===== src/rtl/adc_capture_if.sv =====
// Sample delivery bus of adc_capture: one 12-bit sample plus its channel,
// handed over with a valid/ready handshake.
interface adc_capture_if;
   logic [11:0] sample;
   logic [2:0]  sample_chan;
   logic        sample_valid;
   logic        sample_ready;

   modport master (
      output sample,
      output sample_chan,
      output sample_valid,
      input  sample_ready
   );

   modport slave (
      input  sample,
      input  sample_chan,
      input  sample_valid,
      output sample_ready
   );
endinterface


===== src/rtl/adc_capture.sv =====
// Serial front end for an 8-channel 12-bit SPI ADC: periodic 16-slot frames,
// one-deep valid/ready output register with sticky overrun flag.
module adc_capture #(
   parameter int unsigned CLK_DIV    = 16,
   parameter int unsigned SAMPLE_DIV = 6250
) (
   input  logic          CLOCK_50,
   input  logic          RESET,
   input  logic          enable,
   input  logic [2:0]    channel,
   output logic          ADC_CS_N,
   output logic          ADC_CLK,
   output logic          ADC_OUT,
   input  logic          ADC_IN,
   adc_capture_if.master smp,
   output logic          overrun
);

   localparam int unsigned PH_W   = (CLK_DIV > 2) ? $clog2(CLK_DIV) : 1;
   localparam int unsigned RATE_W = $clog2(SAMPLE_DIV);
   localparam int unsigned HALF   = CLK_DIV / 2;

   localparam logic [1:0] IDLE  = 2'd0;
   localparam logic [1:0] SHIFT = 2'd1;
   localparam logic [1:0] DONE  = 2'd2;

   logic [1:0]        state;
   logic [1:0]        state_nxt;
   logic [RATE_W-1:0] rate_cnt;
   logic [PH_W-1:0]   ph;
   logic [3:0]        bit_cnt;
   logic [2:0]        cur_chan;
   logic [2:0]        stage_chan;
   logic [2:0]        prev_chan;
   logic [11:0]       shreg;
   logic [15:0]       cmd_c;
   logic              start_c;
   logic              fall_c;
   logic              rise_c;

   assign cmd_c = {2'b00, cur_chan, 11'b0};

   // Sample-rate counter; parked at zero while disabled so the first frame
   // starts right after enable rises.
   always_ff @(posedge CLOCK_50) begin
      if (RESET) begin
         rate_cnt <= '0;
      end else if (!enable) begin
         rate_cnt <= '0;
      end else if (rate_cnt == RATE_W'(SAMPLE_DIV - 1)) begin
         rate_cnt <= '0;
      end else begin
         rate_cnt <= rate_cnt + RATE_W'(1);
      end
   end

   always_ff @(posedge CLOCK_50) begin
      if (RESET) begin
         state <= IDLE;
      end else begin
         state <= state_nxt;
      end
   end

   // Next state and ADC_CLK edge strobes within a bit slot.
   always_comb begin
      state_nxt = state;
      start_c   = 1'b0;
      fall_c    = 1'b0;
      rise_c    = 1'b0;
      case (state)
         IDLE: begin
            if (enable && (rate_cnt == '0)) begin
               start_c   = 1'b1;
               state_nxt = SHIFT;
            end
         end
         SHIFT: begin
            fall_c = (ph == PH_W'(HALF - 1));
            rise_c = (ph == PH_W'(CLK_DIV - 1));
            if (rise_c && (bit_cnt == 4'd15)) begin
               state_nxt = DONE;
            end
         end
         DONE: begin
            state_nxt = IDLE;
         end
         default: begin
            state_nxt = IDLE;
         end
      endcase
   end

   // Serial engine: command out on falling edges, data in on rising edges.
   // Only the low 12 of the 16 shifted-in bits are ever used, so only those are kept.
   always_ff @(posedge CLOCK_50) begin
      if (RESET) begin
         ADC_CS_N   <= 1'b1;
         ADC_CLK    <= 1'b1;
         ADC_OUT    <= 1'b0;
         ph         <= '0;
         bit_cnt    <= '0;
         cur_chan   <= '0;
         stage_chan <= '0;
         prev_chan  <= '0;
         shreg      <= '0;
      end else begin
         if (start_c) begin
            cur_chan   <= channel;
            stage_chan <= prev_chan;
            ADC_CS_N   <= 1'b0;
            ADC_OUT    <= 1'b0;
            ph         <= '0;
            bit_cnt    <= '0;
         end
         if (state == SHIFT) begin
            ph <= rise_c ? '0 : ph + PH_W'(1);
            if (fall_c) begin
               ADC_CLK <= 1'b0;
               ADC_OUT <= cmd_c[4'hF - bit_cnt];
            end
            if (rise_c) begin
               ADC_CLK <= 1'b1;
               shreg   <= {shreg[10:0], ADC_IN};
               bit_cnt <= bit_cnt + 4'd1;
            end
         end
         if (state == DONE) begin
            ADC_CS_N  <= 1'b1;
            prev_chan <= cur_chan;
         end
      end
   end

   // Output register; a disabled block always clears the sticky overrun.
   always_ff @(posedge CLOCK_50) begin
      if (RESET) begin
         smp.sample       <= '0;
         smp.sample_chan  <= '0;
         smp.sample_valid <= 1'b0;
         overrun          <= 1'b0;
      end else begin
         if (state == DONE) begin
            smp.sample       <= shreg;
            smp.sample_chan  <= stage_chan;
            smp.sample_valid <= 1'b1;
            if (smp.sample_valid && !smp.sample_ready) begin
               overrun <= 1'b1;
            end
         end else if (smp.sample_valid && smp.sample_ready) begin
            smp.sample_valid <= 1'b0;
         end
         if (!enable) begin
            overrun <= 1'b0;
         end
      end
   end

endmodule


===== src/flat_wrapper.sv =====
// flat-port wrapper written by rule: the top's interface ports become plain ports
module adc_capture_flat 
#(
   parameter int unsigned CLK_DIV    = 16,
   parameter int unsigned SAMPLE_DIV = 6250
)
  (CLOCK_50, RESET, enable, channel, ADC_CS_N, ADC_CLK, ADC_OUT, ADC_IN, overrun, smp_sample, smp_sample_chan, smp_sample_valid, smp_sample_ready);
  adc_capture_if smp_i ();
  input  logic CLOCK_50;
  input  logic RESET;
  input  logic enable;
  input  logic [2:0] channel;
  output logic ADC_CS_N;
  output logic ADC_CLK;
  output logic ADC_OUT;
  input  logic ADC_IN;
  output logic overrun;
  output wire logic [$bits(smp_i.sample)-1:0] smp_sample;
  output wire logic [$bits(smp_i.sample_chan)-1:0] smp_sample_chan;
  output wire logic [$bits(smp_i.sample_valid)-1:0] smp_sample_valid;
  input wire logic [$bits(smp_i.sample_ready)-1:0] smp_sample_ready;
  assign smp_sample = smp_i.sample;
  assign smp_sample_chan = smp_i.sample_chan;
  assign smp_sample_valid = smp_i.sample_valid;
  assign smp_i.sample_ready = smp_sample_ready;
  adc_capture #(.CLK_DIV(CLK_DIV), .SAMPLE_DIV(SAMPLE_DIV)) u_core (.CLOCK_50(CLOCK_50), .RESET(RESET), .enable(enable), .channel(channel), .ADC_CS_N(ADC_CS_N), .ADC_CLK(ADC_CLK), .ADC_OUT(ADC_OUT), .ADC_IN(ADC_IN), .smp(smp_i), .overrun(overrun));
endmodule

===== config.mk =====
export PLATFORM = sky130hd
export DESIGN_NAME = adc_capture_flat
export DESIGN_NICKNAME = d
export VERILOG_FILES = /design/src/rtl/adc_capture_if.sv /design/src/rtl/adc_capture.sv /design/src/flat_wrapper.sv
export SDC_FILE = /design/constraint.sdc
export NUM_CORES = 1
export LEC_CHECK = 0
export CAP_MARGIN = 0
export CORE_MARGIN = 2
export CORE_UTILIZATION = 59
export CTS_CLUSTER_DIAMETER = 120
export DETAILED_ROUTE_END_ITERATION = 12
export PLACE_DENSITY = 0.82
export SLEW_MARGIN = 20
export SYNTH_ARGS = -nofsm -noshare
export SYNTH_HDL_FRONTEND = slang
export SYNTH_SLANG_ARGS = --single-unit

===== constraint.sdc =====
create_clock -name CLOCK_50 -period 2.88 [get_ports CLOCK_50]
set_clock_uncertainty 0.2 [all_clocks]
set_input_delay 0.288 -clock CLOCK_50 [delete_from_list [all_inputs] [get_ports CLOCK_50]]
set_output_delay 0.288 -clock CLOCK_50 [all_outputs]
set_load 0.005 [all_outputs]

---- Word-level counts from Yosys, hierarchy flattened ----
Index checks and enable logic that the tools add are counted.
operators by class
  $add $sub $neg .......................... 4
  $lt $le $gt $ge ......................... 1
  equal/unequal tests ..................... 8
  multiplexer cells ....................... 22
  bitwise operators ....................... 1
  reduce and logical (&&, ||, !) cells .... 17
operator list
  kind                                                                   count
  4-bit two-way mux                                                      6
  13-bit by 1-bit adder with 13-bit output (second input constant)       1
  13-bit == test (second input constant)                                 1
  13-bit logical NOT                                                     1
  1-bit two-way mux                                                      12
  4-bit by 1-bit adder with 4-bit output (second input constant)         2
  4-bit == test (second input constant)                                  2
  2-bit AND reduction                                                    4
  2-bit nonzero test                                                     3
  4-bit by 5-bit < comparator with 1-bit output (second input constant)  1
  1-bit binary-select mux with 4-bit select                              1
  4-bit by 3-bit == test with 1-bit output (second input constant)       1
  1-bit logical AND                                                      4
  2-bit two-way mux                                                      2
  2-bit by 1-bit != test with 1-bit output (second input constant)       2
  2-bit case mux with 2 select lines                                     1
  2-bit OR reduction                                                     2
  4-bit subtractor (first input constant)                                1
  3-bit OR reduction                                                     1
  2-bit by 1-bit == test with 1-bit output (second input constant)       1
  2-bit == test (second input constant)                                  1
  2-bit logical NOT                                                      1
  1-bit logical NOT                                                      1
  1-bit inverter                                                         1
word-level totals
  flip-flop bits (word level) ............. 64
  input bits .............................. 8
  output and inout port bits .............. 20
  logic and storage cells ................. 68

---- Depth between registers and ports, before layout ----
Gate-level depths: netlist of run 1.
  depth in word-level cells ............... 7
  mapped depth ............................ 7
  depth with buffers taken out ............ 5

---- Worst setup path before layout of run 1 ----
No wires, ideal clock.
  kind .................................... register -> register
  from .................................... register u_core.ph[0]
  to ...................................... register u_core.bit_cnt[3]
  setup time .............................. 0.079 ns
  arrival time ............................ 1.438 ns
  data required time ...................... 2.601 ns
  slack ................................... 1.163 ns
  cell stages (with the launch flop) ...... 6
  path buffers ............................ 1
  period minus slack after synthesis ...... 1.717 ns
  path through ............................ dfxtp_1 -> ha_1 -> nand4b_1 -> clkbuf_1 -> or4b_1 -> o211ai_1
on the way
  word-level cells in the longest chain between the ends .. 4
ends and longest elaborated chain
  element                   RTL line            text
  start: declaration        adc_capture.sv:30   logic [PH_W-1:0] ph;
  start signal: assignment  adc_capture.sv:117  ph <= rise_c ? '0 : ph + PH_W'(1);
  4-bit == test             adc_capture.sv:80   rise_c = (ph == PH_W'(CLK_DIV - 1));
  1-bit two-way mux         adc_capture.sv:71   case (state)
  4-bit two-way mux         adc_capture.sv:122  if (rise_c) begin
  4-bit two-way mux         adc_capture.sv:116  if (state == SHIFT) begin
  end signal: assignment    adc_capture.sv:125  bit_cnt <= bit_cnt + 4'd1;
  end: declaration          adc_capture.sv:31   logic [3:0] bit_cnt;
No other way between the ends.
A chain may end at the register's enable or synchronous reset.

---- Worst setup path after layout of run 1 ----
  from .................................... register u_core.rate_cnt[8]
  to ...................................... register u_core.stage_chan[1]
on the way
  word-level cells in the longest chain between the ends .. 4
ends and longest elaborated chain
  element                   RTL line            text
  start: declaration        adc_capture.sv:29   logic [RATE_W-1:0] rate_cnt;
  start signal: assignment  adc_capture.sv:53   rate_cnt <= rate_cnt + RATE_W'(1);
  13-bit logical NOT        adc_capture.sv:73   if (enable && (rate_cnt == '0)) begin
  1-bit logical AND         adc_capture.sv:73
  1-bit two-way mux         adc_capture.sv:73
  1-bit two-way mux         adc_capture.sv:71
  end signal: assignment    adc_capture.sv:110  stage_chan <= prev_chan;
  end: declaration          adc_capture.sv:33   logic [2:0] stage_chan;
No other way between the ends.

==> results of run 1 <==
state kept, by name (all words and copies together) (netlist names):
signal / flops
u_core.bit_cnt: 4
u_core.state: 2
u_core.shreg: 12
u_core.prev_chan: 3
u_core.ADC_CS_N: 1
u_core.rate_cnt: 13
u_core.stage_chan: 3
u_core.ADC_OUT: 1
u_core.smp.sample_valid: 1
u_core.ph: 4
u_core.ADC_CLK: 1
u_core.cur_chan: 3
u_core.smp.sample: 12
u_core.overrun: 1
u_core.smp.sample_chan: 3
per-stage QoR:
step                area (um^2)  power [mW]  setup slack [ns]   util
floorplan                  2780       0.972              1.16      -
global placement           3050       0.992             0.669  0.685
detailed placement         3050       0.994             0.578  0.685
CTS                        3210        1.64             0.843  0.722
global route               3210        1.68             0.694  0.722
finish                     3210        1.62             0.842  0.722
cell type report:
type	count	area (um^2)	share of cell area
timing repair buffer	32	303	0.0943
inverter	9	33.8	0.0105
tap	52	65.1	0.0203
sequential	64	1280	0.399
clock inverter	6	36.3	0.0113
clock buffer	10	128	0.0398
multi-input combinational	225	1360	0.425
report_power, final:
group / total, mW / switching (mW) / internal, mW
Sequential: 0.903 / 0.00957 / 0.894
Combinational: 0.0708 / 0.0379 / 0.0329
Clock: 0.645 / 0.338 / 0.307
Total: 1.62 / 0.386 / 1.23
cells by family (layout without fill, tap and decap cells):
kind of cell,after synthesis,after routing,synth area share
DFF,64,64,0.460
adders and majority gates,5,5,0.0225
xor gates and xnor gates,3,3,0.00944
AOI/OAI and AO/OA,81,81,0.178
buffers and inverters,32,57,0.0499
and+or+nand+nor,130,130,0.258
muxes,6,6,0.0216
placed cells by master, fill, tap and decap left out, types with 2 or more instances in the layout:
cell             count
nor3b_1              2
nand4b_1             3
and2_1               2
nor4_1               2
dfxtp_1             64
a21oi_1             41
buf_4                5
or3_1                3
clkinv_2             4
o21ai_0             19
nand2_1             40
o31ai_1              6
nand4_1              8
mux2i_1              6
a211o_1              3
xnor2_1              2
ha_1                 5
or4_1                8
nor2b_1              3
o32ai_1              3
clkdlybuf4s50_1     26
inv_1                9
nand3_1             18
clkbuf_8             9
nand2b_1            20
nor2_1               7
nand3b_1             4
layer usage:
layer / GRT usage / routed length, um
met5: 0 / 0
met4: 0.0741 / 71
met3: 0.0801 / 306
met2: 0.356 / 2490
met1: 0.355 / 2890
critical path: cells and delay by family (launching register included):
family / cells / cell delay [ns]
multiplexers: 1 / 0.21
AND/OR/NAND/NOR: 2 / 0.94
flip-flops: 1 / 0.38
buffers and inverters: 1 / 0.24
worst min-delay path by stage:
stage                            endpoint  depth (start not counted)  slack, ns                  start
finish              u_core.smp.sample[11]                          2       0.25  u_core.smp.sample[11]
floorplan           u_core.smp.sample[11]                          2       0.23       u_core.shreg[11]
detailed placement  u_core.smp.sample[11]                          2       0.24       u_core.shreg[11]
CTS                  u_core.smp.sample[2]                          2       0.26   u_core.smp.sample[2]
global route          u_core.prev_chan[0]                          2       0.27    u_core.prev_chan[0]
global placement      u_core.prev_chan[2]                          2       0.24    u_core.prev_chan[2]
==> reports/results.txt, run 1 <==
Netlist Area Pre-Place - 2780 um^2
EDFF count, synth - 0
Slowest cell on crit path - and4_1
critical path's largest stage delay - 0.50 ns
TritonCTS clock tree - built
LEAKAGE - 1.03 nW
DR vias/cell - 5.94
# port buffers - 27
per-cell routed wire length - 14.5 um
pin count of the biggest net entering global routing - 48
ANT nets after route - 0
R2R Setup Slk - 0.84 ns
Area contributors post-synth - dfxtp_1 (46%), a21oi_1 (7.4%), nand2_1 (5.4%)
Starting DRT DRC Count - 182
Critical Path RT - 2.94 ns
die width - 72.7 um
crit path cell chain - nor4_1 > and4_1 > buf_4 > mux2i_1
Primary FF master, synth - dfxtp_1
Seq/Total Area, Yosys - 0.460
layout cells sized above 1 - 0.0751
Setup crit end kind - register
worst hold path class - reg2reg
worst reg2reg endpoint - u_core.stage_chan[1]
Longest Clk Path Bufs - 2
initial antenna violation count - 0
Synth top cells by count - dfxtp_1 (64), a21oi_1 (41), nand2_1 (40), nand2b_1 (20), o21ai_0 (19)
Total GRT Usage - 0.247
Top-Level Pins - 28
hpwl dp - 3730 um
post-CTS setup repair buffer count - 0
Row Count - 24
Worst Setup SP - u_core.rate_cnt[8]
Max Freq - 491 MHz
nets@finish - 354
depth of the most critical reg-to-reg path - 4
run status - finished clean
Max Slew Vio Count - 0
Worst-Margin Slew - 0.817 ns
clk root buf - clkbuf_8
Cell variety after synth - 47
unrepaired setup endpoints after global routing - no
first-pass GRT wire length - 10100 um
Area Overhead vs Synth - 15.3%
Antenna diodes - 0
PwrDens - 505 nW/um^2
Warnings, synthesis - 0
GRT Residual Overflow - 0
layout filler cell count - 350
GPL Wtd Cong - 0.888
Max H-tree Level - 3
number of synthesized register bits - 64
cell count after placement - 382
Gate Count Post-Synth - 321
residual DRC count - 0
Worst setup SP type - register
fin cells - 398
Die Height - 72.7 um
Reg clk slew, reported paths - 0.07 ns
clock sinks - 64
Max VDD drop - 0.378 mV
DR vias - 2366
Worst-Skew Late Latency - 0.33 ns
CTS buffer count - 9
Yosys top cell area share - 0.460
vias in the first global route - 2122
Worst EP arrival - 2.10 ns
normalized max-slew margin - 0.455
R2R Path Start - u_core.rate_cnt[8]
Hold Buf Count CTS - 0
Synth area leader - dfxtp_1
Initial Util - 0.626
mean area per synthesized cell - 8.67 um^2
hold violation count in the final report - 0
CP endpoint - u_core.stage_chan[1]
core area - 4440 um^2
hold slack final - 0.255 ns
TritonRoute pass-1 iters - 5
count leader, synth - dfxtp_1
setup TNS - 0 ns
min Tclk post-route - 2.04 ns
Max FO, Critical Path - 9
final WL - 5750 um
die area - 5280 um^2
post_cts resized - 0
kind of critical path - reg2reg
syn nets - 334
Async S/R FF share, synth - 0
# setup viols final - 0
period utilization - 0.708
Max-Cap Viols - 0
Power figures use the tool's default switching activity.
==> run 2, diff against run 1 <==
- CORE_UTILIZATION: 59 -> 56
- PLACE_DENSITY: 0.82 -> 0.79
- clock period: 2.88 -> 2 ns (I/O delays scaled with it)
==> run 2 against run 1 <==
  * Cell count increased by 6.8%
  * Sequential share of layout area shrank 2.2 points
  * Total power is 64% higher
  * Die area up 5.1%
  * Combinational power rose by 65%
  * Maximum frequency up 8.0%
  * Global-route usage fell by 0.37 points
  * Worst setup slack worse by 0.73 ns
  * Routed wire length up 5.8%
  * Critical path depth grew 1
  * First-iteration DRC count up 33%
  * Critical endpoint is now u_core.ADC_OUT
  * Largest power group unchanged
  * Highest routed layer unchanged
==> reports/results.txt, run 2 (synthesis gave the netlist of run 1 again) <==
GRT Residual Overflow - 0 (unchanged)
run status - finished clean
Antenna diodes - 0 (unchanged)
Top-Level Pins - 28 (unchanged)
normalized max-slew margin - 0.678 (+0.223)
Reg with most FFs - u_core.rate_cnt
Reg clk slew, reported paths - 0.07 ns (about the same)
CTS buffer count - 9 (unchanged)
Largest regs - u_core.rate_cnt: 13 flops, u_core.shreg: 12 flops, u_core.smp.sample: 12 flops
final WL - 6090 um (+5.8%)
hold violation count in the final report - 0 (unchanged)
Worst-Skew Late Latency - 0.34 ns (about the same)
hpwl dp - 3910 um (+4.8%)
post_cts resized - 0 (unchanged)
hold depth - 2 (unchanged)
core area - 4750 um^2 (+7.0%)
layout cells sized above 1 - 0.106 (+0.0310)
Worst setup SP type - register
# port buffers - 27 (unchanged)
Row Count - 25 (+4.2%)
PwrDens - 782 nW/um^2 (+55%)
clock sinks - 64 (unchanged)
LEAKAGE - 1.12 nW (+9.0%)
WHS Endpoint - u_core.smp.sample[7]
Max FO, Critical Path - 5 (-4)
ANT nets after route - 0 (unchanged)
worst hold path class - in2reg
hold path start - RESET
TritonRoute pass-1 iters - 4 (-1)
Die Height - 74.5 um (+2.5%)
Initial Util - 0.585 (-0.0409)
Worst-Margin Slew - 0.483 ns (-0.334 ns)
residual DRC count - 0 (unchanged)
TritonCTS clock tree - built
period utilization - 0.944 (+0.236)
per-cell routed wire length - 14.3 um (-0.93%)
Setup crit end kind - register
most frequent cells in the layout - dfxtp_1 (64), a21oi_1 (41), nand2_1 (40), clkdlybuf4s50_1 (26), nand2b_1 (20)
min Tclk post-route - 1.89 ns (-0.151 ns)
vias in the first global route - 2186 (+3.0%)
die width - 74.5 um (+2.5%)
kind of critical path - reg2reg
first-pass GRT wire length - 10200 um (+0.27%)
worst reg2reg endpoint - u_core.ADC_OUT
Starting DRT DRC Count - 242 (+33%)
DR vias/cell - 5.76 (-3.2%)
Max H-tree Level - 3 (unchanged)
R2R Setup Slk - 0.11 ns (-0.73 ns)
max reg flops - 13 (unchanged)
Critical Path RT - 2.05 ns (-0.89 ns)
GPL Wtd Cong - 0.863 (-2.8%)
R2R Path Start - u_core.ph[0]
Max Slew Vio Count - 0 (unchanged)
final core utilization - 0.714 (-0.00818)
# setup viols final - 0 (unchanged)
DR vias - 2446 (+3.4%)
Max Freq - 530 MHz (+8.0%)
Worst EP arrival - 1.94 ns (-0.16 ns)
layout filler cell count - 383 (+9.4%)
most common cell after layout, fill and taps aside - dfxtp_1
Total GRT Usage - 0.244 (-0.00366)
PnR worst setup slack - 0.113 ns (-0.729 ns)
die area - 5550 um^2 (+5.1%)
Max-Cap Viols - 0 (unchanged)
initial antenna violation count - 0 (unchanged)
nets@finish - 367 (+3.7%)
pin count of the biggest net entering global routing - 30 (-38%)
clk root buf - clkbuf_8
setup slack at placement - 0.0732 ns (-0.505 ns)
depth of the most critical reg-to-reg path - 5 (+1)
Hold Buf Count CTS - 0 (unchanged)
Longest Clk Path Bufs - 2 (unchanged)
Max VDD drop - 0.443 mV (+17%)
Area Overhead vs Synth - 22.0%
-- run 2: worst max-delay path by stage --
stage,endpoint,cells past startpoint,startpoint
finish,u_core.ADC_OUT,5,u_core.ph[0]
global route,u_core.ADC_OUT,5,u_core.ph[0]
CTS,u_core.bit_cnt[2],4,u_core.ph[0]
detailed placement,u_core.bit_cnt[2],5,enable
global placement,u_core.bit_cnt[2],5,enable
floorplan,u_core.bit_cnt[3],5,u_core.ph[0]
-- run 2: layout make-up --
type,instances,area (um^2),area share
Clock buffer,12,155,0.0457
Clock inverter,3,65.1,0.0192
Inverter,9,33.8,0.00995
Multi-Input combinational cell,225,1360,0.401
Sequential cell,64,1280,0.377
Tap cell,67,83.8,0.0247
Timing Repair Buffer,45,413,0.122
-- run 2: worst max-delay path, cell delays in order, from the launching register on --
cell,delay (ns)
dfxtp_1,0.40
ha_1,0.22
nand4b_1,0.22
buf_4,0.23
or3_1,0.30
o32ai_1,0.22
-- run 2: repair_timing --
| item | CTS | global route |
|---|---|---|
| hold endpoints to repair | 0 | 0 |
| setup buffers | 0 | 1 |
| setup endpoints to repair | 0 | 2 |
-- run 2: per-stage QoR --
step	hold WS (ns)	total power, mW	TNS [ns]	instance area, um^2	std cells
floorplan	0.148	1.40	0	2780	321
global placement	0.241	1.44	0	3170	409
detailed placement	0.245	1.45	0	3170	409
CTS	0.114	2.68	0	3390	424
global route	0.141	2.74	-0.00355	3390	425
finish	0.122	2.65	0	3390	425
-- run 2: power breakdown --
part	internal, mW	switching (mW)	leakage [nW]
sequential	1.29	0.0136	0.517
clock	0.761	0.475	0.112
combinational	0.0586	0.0588	0.490
total	2.11	0.548	1.12
-- run 2: per-layer routing --
metal	global-route usage	up-vias	wire length, um
met1	0.345	1141	2870
li1	-	1214	-
met5	0	-	0
met3	0.0488	8	412
met2	0.349	83	2710
met4	0.131	0	89
